File: config.mk
export PLATFORM = sky130hd
export DESIGN_NAME = nios_led_oci_trace_capture
export DESIGN_NICKNAME = d
export VERILOG_FILES = /design/src/rtl/nios_led_oci_trace_pkg.sv /design/src/rtl/nios_led_oci_trace_fifo.sv /design/src/rtl/nios_led_oci_trace_capture.sv
export SDC_FILE = /design/constraint.sdc
export NUM_CORES = 1
export LEC_CHECK = 0
export ABC_AREA = 1
export CAP_MARGIN = 20
export CORE_ASPECT_RATIO = 0.7
export CORE_UTILIZATION = 29
export DETAILED_ROUTE_END_ITERATION = 8
export SLEW_MARGIN = 20
export SYNTH_ARGS = -nofsm -noshare
export SYNTH_HDL_FRONTEND = slang
export SYNTH_HIERARCHICAL = 1
export SYNTH_SLANG_ARGS = --single-unit
File: constraint.sdc
create_clock -name clk -period 3.9 [get_ports clk]
set_input_delay 0.78 -clock clk [delete_from_list [all_inputs] [get_ports clk]]
set_output_delay 0.78 -clock clk [all_outputs]
set_load 0.005 [all_outputs]
File: src/rtl/nios_led_oci_trace_pkg.sv
// Shared types and constants for the nios_led OCI trace capture slice.
// OCI_TRACE_TIMESTAMP_EN adds a timestamp field to each entry's MSBs.
package nios_led_oci_trace_pkg;

  typedef enum logic [1:0] {
    ST_IDLE    = 2'd0,
    ST_CAPTURE = 2'd1,
    ST_DRAIN   = 2'd2,
    ST_ENDED   = 2'd3
  } trace_state_e;

  localparam int DCT_W_DEF = 30;
  localparam int CNT_W_DEF = 4;
  localparam int TS_W_DEF  = 16;

`ifdef OCI_TRACE_TIMESTAMP_EN
  localparam bit TS_EN = 1'b1;
`else
  localparam bit TS_EN = 1'b0;
`endif

  // Entry field offsets for the default widths: {[ts,] count, buffer}
  localparam int ENT_BUF_LSB = 0;
  localparam int ENT_CNT_LSB = DCT_W_DEF;
  localparam int ENT_TS_LSB  = DCT_W_DEF + CNT_W_DEF;

  function automatic int entry_width(input int dct_w, input int cnt_w, input int ts_w);
    return dct_w + cnt_w + (TS_EN ? ts_w : 0);
  endfunction

endpackage

File: src/rtl/nios_led_oci_trace_fifo.sv
// DEPTH x W synchronous FIFO with first-word-fall-through read port.
// A push on a full FIFO is accepted only when a pop frees a slot in the same cycle.
module nios_led_oci_trace_fifo #(
  parameter int W     = 34,
  parameter int DEPTH = 16,
  localparam int AW   = $clog2(DEPTH),
  localparam int LW   = AW + 1
) (
  input  logic          clk,
  input  logic          reset_n,
  input  logic          clear,
  input  logic          push,
  input  logic          pop,
  input  logic [W-1:0]  wdata,
  output logic [W-1:0]  rdata,
  output logic          full,
  output logic          empty,
  output logic [LW-1:0] level
);

  logic [W-1:0]  r_mem [DEPTH];
  logic [AW-1:0] r_wr;
  logic [AW-1:0] r_rd;
  logic [LW-1:0] r_cnt;
  logic          w_wr;
  logic          w_rd;

  assign empty = (r_cnt == '0);
  assign full  = (r_cnt == LW'(DEPTH));
  assign level = r_cnt;
  assign rdata = r_mem[r_rd];

  assign w_rd = pop && !empty;
  assign w_wr = push && (!full || w_rd);

  always_ff @(posedge clk or negedge reset_n) begin
    if (!reset_n) begin
      r_wr  <= '0;
      r_rd  <= '0;
      r_cnt <= '0;
    end else if (clear) begin
      r_wr  <= '0;
      r_rd  <= '0;
      r_cnt <= '0;
    end else begin
      if (w_wr) r_wr <= r_wr + 1'b1;
      if (w_rd) r_rd <= r_rd + 1'b1;
      case ({w_wr, w_rd})
        2'b10:   r_cnt <= r_cnt + 1'b1;
        2'b01:   r_cnt <= r_cnt - 1'b1;
        default: r_cnt <= r_cnt;
      endcase
    end
  end

  always_ff @(posedge clk) begin
    if (w_wr) r_mem[r_wr] <= wdata;
  end

endmodule

File: src/rtl/nios_led_oci_trace_capture.sv
// OCI debug-trace capture: filtered push into a FWFT FIFO, overflow count, end-of-test drain.
// Define OCI_TRACE_TIMESTAMP_EN to prepend a free-running timestamp to every entry.
module nios_led_oci_trace_capture
  import nios_led_oci_trace_pkg::*;
#(
  parameter int DCT_W = DCT_W_DEF,
  parameter int CNT_W = CNT_W_DEF,
  parameter int DEPTH = 16,
  parameter int OVF_W = 8,
  parameter int TS_W  = TS_W_DEF,
  localparam int LVL_W   = $clog2(DEPTH) + 1,
  localparam int ENTRY_W = entry_width(DCT_W, CNT_W, TS_W)
) (
  input  logic               clk,
  input  logic               reset_n,
  input  logic               trace_en,
  input  logic               dct_valid,
  input  logic [DCT_W-1:0]   dct_buffer,
  input  logic [CNT_W-1:0]   dct_count,
  input  logic               test_ending,
  input  logic               clear,
  input  logic               rd_ready,
  output logic               rd_valid,
  output logic [ENTRY_W-1:0] rd_data,
  output logic [LVL_W-1:0]   fill_level,
  output logic [OVF_W-1:0]   overflow_cnt,
  output logic               test_has_ended,
  output logic               busy
);

  trace_state_e       r_state;
  logic               r_ended;
  logic               r_busy;
  logic [OVF_W-1:0]   r_ovf;
  logic [ENTRY_W-1:0] w_entry;
  logic [ENTRY_W-1:0] w_rdata;
  logic [LVL_W-1:0]   w_level;
  logic               w_full;
  logic               w_empty;
  logic               w_push_req;
  logic               w_pop;
  logic               w_drop;

`ifdef OCI_TRACE_TIMESTAMP_EN
  logic [TS_W-1:0] r_ts;

  always_ff @(posedge clk or negedge reset_n) begin
    if (!reset_n)   r_ts <= '0;
    else if (clear) r_ts <= '0;
    else            r_ts <= r_ts + 1'b1;
  end

  assign w_entry = {r_ts, dct_count, dct_buffer};
`else
  assign w_entry = {dct_count, dct_buffer};
`endif

  assign w_push_req = (r_state == ST_CAPTURE) && dct_valid && (dct_count != '0) && !clear;
  assign w_pop      = !w_empty && rd_ready && !clear;
  assign w_drop     = w_push_req && w_full && !w_pop;

  nios_led_oci_trace_fifo #(
    .W     (ENTRY_W),
    .DEPTH (DEPTH)
  ) u_fifo (
    .clk     (clk),
    .reset_n (reset_n),
    .clear   (clear),
    .push    (w_push_req),
    .pop     (w_pop),
    .wdata   (w_entry),
    .rdata   (w_rdata),
    .full    (w_full),
    .empty   (w_empty),
    .level   (w_level)
  );

  always_ff @(posedge clk or negedge reset_n) begin
    if (!reset_n) begin
      r_state <= ST_IDLE;
      r_ended <= 1'b0;
      r_busy  <= 1'b0;
      r_ovf   <= '0;
    end else if (clear) begin
      r_state <= ST_IDLE;
      r_ended <= 1'b0;
      r_busy  <= 1'b0;
      r_ovf   <= '0;
    end else begin
      if (w_drop && (r_ovf != '1)) r_ovf <= r_ovf + 1'b1;
      case (r_state)
        ST_IDLE: begin
          if (test_ending) begin
            r_state <= ST_DRAIN;
            r_busy  <= 1'b1;
          end else if (trace_en) begin
            r_state <= ST_CAPTURE;
            r_busy  <= 1'b1;
          end
        end
        ST_CAPTURE: begin
          if (test_ending) begin
            r_state <= ST_DRAIN;
          end else if (!trace_en) begin
            r_state <= ST_IDLE;
            r_busy  <= 1'b0;
          end
        end
        // Registered level: ENDED follows the cycle in which fill_level shows 0
        ST_DRAIN: begin
          if (w_level == '0) begin
            r_state <= ST_ENDED;
            r_ended <= 1'b1;
            r_busy  <= 1'b0;
          end
        end
        default: r_state <= ST_ENDED;
      endcase
    end
  end

  assign rd_valid       = !w_empty;
  assign rd_data        = w_empty ? '0 : w_rdata;
  assign fill_level     = w_level;
  assign overflow_cnt   = r_ovf;
  assign test_has_ended = r_ended;
  assign busy           = r_busy;

endmodule

Yosys cells after proc, flatten, opt, wreduce, memory -nomap -nowiden
Memories as Yosys holds them, arrays and structs flattened. Index checks and enable logic that the tools add are counted.

Register bits: 25. Bits in read-only memories: 0. Logic and storage cells: 80. Memories: 1. Input port bits: 41. Output and inout port bits: 50. RAM bits: 544. Latch bits: 0.

Memories: u_fifo.r_mem (depth 16, width 34, rd ports 1, clocked after memory_dff 0, wr ports 1, RTL line nios_led_oci_trace_fifo.sv:21) `logic [W-1:0] r_mem [DEPTH];`.

Add/sub/neg operators: 5. $mul: 0. Bitwise operators: 0. Reductions and logical operators: 28. $lt $le $gt $ge: 0. Divide/modulo/power cells: 0. Shift operators: 0. Equality and inequality tests: 11. Muxes and demuxes: 28.

Operator list (number): $mux 34 (1); $mux 4 (4); $mux 8 (2); $mux 2 (6); $mux 1 (11); $logic_and 1x1->1 (10); $pmux 5 s2 (1); $reduce_bool 2->1 (5); $add 4x1->4 const B (2); $add 8x1->8 const B (1); $ne 4x4->1 const B (2); $ne 8x8->1 const B (1); $reduce_bool 4->1 (2); $ne 3x3->1 const B (2); $pmux 2 s3 (1); $add 5x1->5 const B (1); $eq 5x5->1 const B (1); $logic_not 5->1 (1); $mux 5 (1); $reduce_and 5->1 (1); $sub 5x1->5 const B (1); $eq 2x1->1 const B (2); $eq 2x2->1 const B (2); $logic_not 1->1 (4); other kinds (7) (7).

Longest topological paths before layout
Depth after elaboration: 10. Mapped depth: 18. Mapped depth without buffers: 17.

Modules after synthesis
Netlist, hierarchy kept.

By module, submodules not included: nios_led_oci_trace_fifo (times used 1, area an instance 22186.3 µm², cells each 1706, sequential area each 16661.0 µm²); nios_led_oci_trace_capture (times used 1, area an instance 1233.7 µm², cells each 213, sequential area each 300.3 µm²).

Worst setup path before layout
OpenSTA, ideal clock, no wires.

Kind: input-to-reg. Start: in clear. End: mem u_fifo.r_mem[0][0], enable pin. Stages on the path: 8. Library setup time: 425 ps. Slack: 419 ps. Arrival: 3056 ps. Data required time: 3475 ps. Buffers on the path: 1. Cells stage by stage: buf_6 > inv_2 > nand3_2 > a21oi_4 > o21ai_1 > inv_2 > nand2_1 > nor2_1.

Elaborated cells on any way between the ends: 8. Classes of those cells: mux (2); reduce/logical (6).

RTL lines: from (decl) (RTL line nios_led_oci_trace_capture.sv:21) `input logic clear,`; $logic_not 1->1 (RTL line nios_led_oci_trace_capture.sv:58) `assign w_push_req = (r_state == ST_CAPTURE) && dct_valid && (dct_count != '0) && !clear;`; $logic_and 1x1->1 (RTL line nios_led_oci_trace_capture.sv:58); via w_push_req (RTL line nios_led_oci_trace_capture.sv:40) `logic w_push_req;`; $logic_and 1x1->1 (RTL line nios_led_oci_trace_fifo.sv:34) `assign w_wr = push && (!full || w_rd);`; $mux 1 (RTL line nios_led_oci_trace_fifo.sv:57) `if (w_wr) r_mem[r_wr] <= wdata;`; $mux 1 (not written as such) (RTL line nios_led_oci_trace_fifo.sv:57); to (decl) (RTL line nios_led_oci_trace_fifo.sv:21).

The timed path passes the listed nets, and every way through them passes these cells.

Final worst setup path
Start: reg u_fifo.r_rd[0]. End: out rd_data[29].

Longest elaborated chain between the ends: 2.

Ends and longest elaborated chain: from (decl) (RTL line nios_led_oci_trace_fifo.sv:23) `logic [AW-1:0] r_rd;`; from (signal assigned) (RTL line nios_led_oci_trace_fifo.sv:47) `if (w_rd) r_rd <= r_rd + 1'b1;`; $mem_v2 16x34; via w_rdata[29] (RTL line nios_led_oci_trace_capture.sv:36) `logic [ENTRY_W-1:0] w_rdata;`; $mux 34 (RTL line nios_led_oci_trace_capture.sv:123) `assign rd_data = w_empty ? '0 : w_rdata;`; to (decl) (RTL line nios_led_oci_trace_capture.sv:24) `output logic [ENTRY_W-1:0] rd_data,`.

The timed path passes the listed nets, and every way through them passes these cells.

==> run metrics <==
outcome finished clean; count of buffers inserted at the top-level ports 90; total vias in the final route 15500; proportion of power drawn by flip-flops and latches between 50% and 60%; count of placed standard cells including taps ~3000; worst IR drop on VDD just over 0.3 mV; final net count roughly 2100; number of violations of the max-capacitance limit 0; CTS H-Tree Depth 2; number of nets still failing antenna checks after routing 0; via density per instance 4.97; Multi-input gate area between 0.005 and 0.006 mm²; Final Critical Period between 3 and 4 ns; clock insertion delay at the later pin of the skew report about 0.64 ns; reported net switching power ~2.6 mW; wire length of the first global-routing pass about 95000 µm; transition time at the pin with the least slew margin 0.641 ns; Post-DP HPWL ~34000 µm; post-placement setup slack 0.515 ns; detailed-routing iteration count for the pre-antenna-repair pass 5; HP Class register to register; die area just over 0.08 mm²; Crit. End Element output pin; DRC errors left 0; Required @ worst endpoint around 3.1 ns; EDFF count, synth 544; routability congestion estimate from global placement 0.768; relative area change from synthesis to final layout 19.1%; Clk pin slew, worst setup/hold paths about 0.07 ns; CTS tree yes; combinational fraction of design power under 10%; non-filler instance count after layout around 3100; proportion of layout cells with a drive suffix above 1 a little under a tenth; Max Freq between 200 and 300 MHz; switching part of the total power 21.0%; antenna violations before repair 3; cts bufs inserted 53; Worst Path Class, Setup register to output pin; final setup fails 0; Ys Warns 6; portion of total power attributed to the clock network roughly two fifths; CTS sink count 569; cell-internal power 9.58 mW; number of buffers on the longest clock path 3; post-synthesis cell type with the largest combined area sky130_fd_sc_hd__edfxtp_1; total wirelength of the detailed-routed design about 64000 µm; Netlist Area Pre-Place between 0.02 and 0.025 mm²; post-layout power between 10 and 15 mW; number of cell rows 86; critical path launch point type register; pin count of the biggest net entering global routing 111; count of cell types in the netlist 35; sequential element share of the synthesized area between 70% and 80%; top cells by area in the synthesized netlist sky130_fd_sc_hd__edfxtp_1 70%, sky130_fd_sc_hd__nor2_1 7.7%, sky130_fd_sc_hd__o211ai_1 4.4%, sky130_fd_sc_hd__o21ai_0 4.2%, sky130_fd_sc_hd__dfrtp_1 2.7%; CP Max Fanout 77; post-synthesis instance total approximately 1900; Iter 0 DRT Violations approximately 1600; vias in the first global route 15400; final-layout fill cell count between 7000 and 8000; number of hold violations in the final report 0; drt wl/cell approximately 20 µm; Core ar. 0.0793 mm²; GRT Overall Usage about 15%; proportion of register bits with asynchronous set or reset after synthesis under 10%; synthesized flop and latch total ~570; flip-flop and latch area roughly 0.017 mm²; critical path data arrival time 3.00 ns; fin. max-slew vios 0; synthesized area per cell 12.2 µm²; die width between 300 and 400 µm; Power per Cell Area ~430 mW/mm²; count of pins on the block boundary 91; y dimension of the die ~240 µm; Lkg Pwr 9.14 nW; Congestion Overflow GR 0; Final Worst Setup Slack 0.120 ns; Mapped Nets 1973; primary flip-flop cell chosen by synthesis mapping sky130_fd_sc_hd__edfxtp_1; area share of the leading cell type in the synthesized netlist between 60% and 70%; diode count 0; initial core utilization 29.5%; post-route clock period utilization 96.9%; root buffer cell sky130_fd_sc_hd__clkbuf_16; final clock skew 0.0355 ns; cts hold-fix bufs 0; worst max-slew margin expressed relative to the limit a little under three fifths
## worst paths after layout
path                                  from               to  slack, ns  cells after the start
setup / recovery            u_fifo/r_rd[0]      rd_data[29]       0.12                      8
setup reg to reg           u_fifo/level[1]  u_fifo/level[4]       0.96                     17
hold reg to reg                       busy             busy       0.48                      2
hold / removal                        busy             busy       0.48                      2
min in group asynchronous          reset_n   u_fifo/r_rd[1]       0.51                      1
max in group asynchronous          reset_n             busy       2.72                      2
## stage by stage
stage               util [%]  hold WS (ns)  cell area [µm²]   TNS [ns]
global placement        32.8         0.459            26000          0
CTS                     35.0         0.480            27800          0
finish                  35.2         0.485            27900          0
floorplan                  -         0.464            23400          0
global route            35.2         0.514            27900  -0.000162
detailed placement      32.8         0.481            26000          0
## metal layers
| metal | up-vias | share of wire, % | track usage, % |
|---|---|---|---|
| met5 | - | 0.025 | 0 |
| met4 | 4 | 2.1 | 4.00 |
| met3 | 101 | 6.2 | 2.69 |
| met2 | 498 | 46 | 24.4 |
| met1 | 7799 | 46 | 21.3 |
| li1 | 7099 | - | - |
## cell type report
cell class | instances | share of cell area [%]
timing repair inverter | 1 | 0.0314
clock buffer | 67 | 4.95
timing repair buffer | 166 | 6.83
sequential | 569 | 60.9
clock inverter | 32 | 0.996
inverter | 73 | 1.08
tap | 1056 | 4.74
multi-input combinational | 1157 | 20.5
## cell usage after synthesis (10+ instances only)
library cell               number
sky130_fd_sc_hd__buf_2         28
sky130_fd_sc_hd__clkbuf_1      53
sky130_fd_sc_hd__o211ai_1     136
sky130_fd_sc_hd__nand3_1      101
sky130_fd_sc_hd__edfxtp_1     544
sky130_fd_sc_hd__buf_4         10
sky130_fd_sc_hd__o21ai_0      197
sky130_fd_sc_hd__buf_1         21
sky130_fd_sc_hd__nand2_1      109
sky130_fd_sc_hd__o21ai_1       83
sky130_fd_sc_hd__nor2_1       483
sky130_fd_sc_hd__inv_1         68
sky130_fd_sc_hd__dfrtp_1       25
sky130_fd_sc_hd__ha_1          12
## cells in the final DEF (no fill, tap or decap), types with 2 or more instances in the layout
cell type,count
sky130_fd_sc_hd__edfxtp_1,544
sky130_fd_sc_hd__nor2_1,467
sky130_fd_sc_hd__o21ai_0,197
sky130_fd_sc_hd__o211ai_1,136
sky130_fd_sc_hd__nand2_1,109
sky130_fd_sc_hd__nand3_1,101
sky130_fd_sc_hd__clkdlybuf4s50_1,88
sky130_fd_sc_hd__o21ai_1,83
sky130_fd_sc_hd__inv_1,67
sky130_fd_sc_hd__clkbuf_16,54
sky130_fd_sc_hd__buf_4,44
sky130_fd_sc_hd__buf_12,24
sky130_fd_sc_hd__dfrtp_1,21
sky130_fd_sc_hd__nor2_4,17
sky130_fd_sc_hd__clkbuf_1,14
sky130_fd_sc_hd__ha_1,12
sky130_fd_sc_hd__clkinv_1,12
sky130_fd_sc_hd__clkinv_2,10
sky130_fd_sc_hd__nand4_1,9
sky130_fd_sc_hd__a21oi_1,6
sky130_fd_sc_hd__inv_2,5
sky130_fd_sc_hd__buf_16,5
sky130_fd_sc_hd__clkinv_4,3
sky130_fd_sc_hd__bufinv_16,3
sky130_fd_sc_hd__xnor2_1,3
sky130_fd_sc_hd__nand3b_1,2
sky130_fd_sc_hd__nand3_4,2
sky130_fd_sc_hd__inv_6,2
sky130_fd_sc_hd__clkinv_16,2
sky130_fd_sc_hd__dlymetal6s2s_1,2
sky130_fd_sc_hd__o31ai_1,2
sky130_fd_sc_hd__xor2_1,2
sky130_fd_sc_hd__dfrtp_4,2
sky130_fd_sc_hd__dfrtp_2,2
## flip-flops by register name, indices dropped and copies added (netlist names)
signal          flops
busy                1
u_fifo/r_rd         4
test_has_ended      1
u_fifo/r_wr         4
r_state             2
u_fifo/level        5
overflow_cnt        8
u_fifo/r_mem      544
## power by group through the flow
stage	Combinational [mW]	Clock, mW	Sequential [mW]
2_1_floorplan	0.125	0	6.87
3_3_place_gp	0.348	0	6.86
3_5_place_dp	0.361	0	6.87
4_1_cts	0.363	5.16	6.74
5_1_grt	0.397	5.37	6.74
6_report	0.354	5.04	6.74
## worst max-delay path, cell delays in order (launching register included)
cell	delay, ns
sky130_fd_sc_hd__dfrtp_4	0.59
sky130_fd_sc_hd__buf_16	0.33
sky130_fd_sc_hd__o21ai_0	0.15
sky130_fd_sc_hd__o211ai_1	0.19
sky130_fd_sc_hd__nand3_1	0.13
sky130_fd_sc_hd__nand2_1	0.10
sky130_fd_sc_hd__inv_1	0.07
sky130_fd_sc_hd__nor2_1	0.20
sky130_fd_sc_hd__clkdlybuf4s50_1	0.56
## cell families (layout without fill, tap and decap cells)
kind of cell / after synthesis / count (layout) / share of synthesized area, %
AO/OA/AOI/OAI: 427 / 427 / 10.7
XOR/XNOR: 5 / 5 / 0.187
buffers and inverters: 193 / 339 / 3.67
AND/OR/NAND/NOR: 712 / 712 / 12.3
adder cells (fa/ha/maj): 13 / 13 / 0.727
flip-flops: 569 / 569 / 72.4
## what timing repair did
| action | CTS | global route |
|---|---|---|
| buffers inserted | 3 | 4 |
| gates resized for setup | 4 | 7 |
| pin swaps | 0 | 1 |
| setup endpoints to repair | 32 | 21 |
| gates cloned | 2 | 1 |
(Power assumes the default switching activity.)
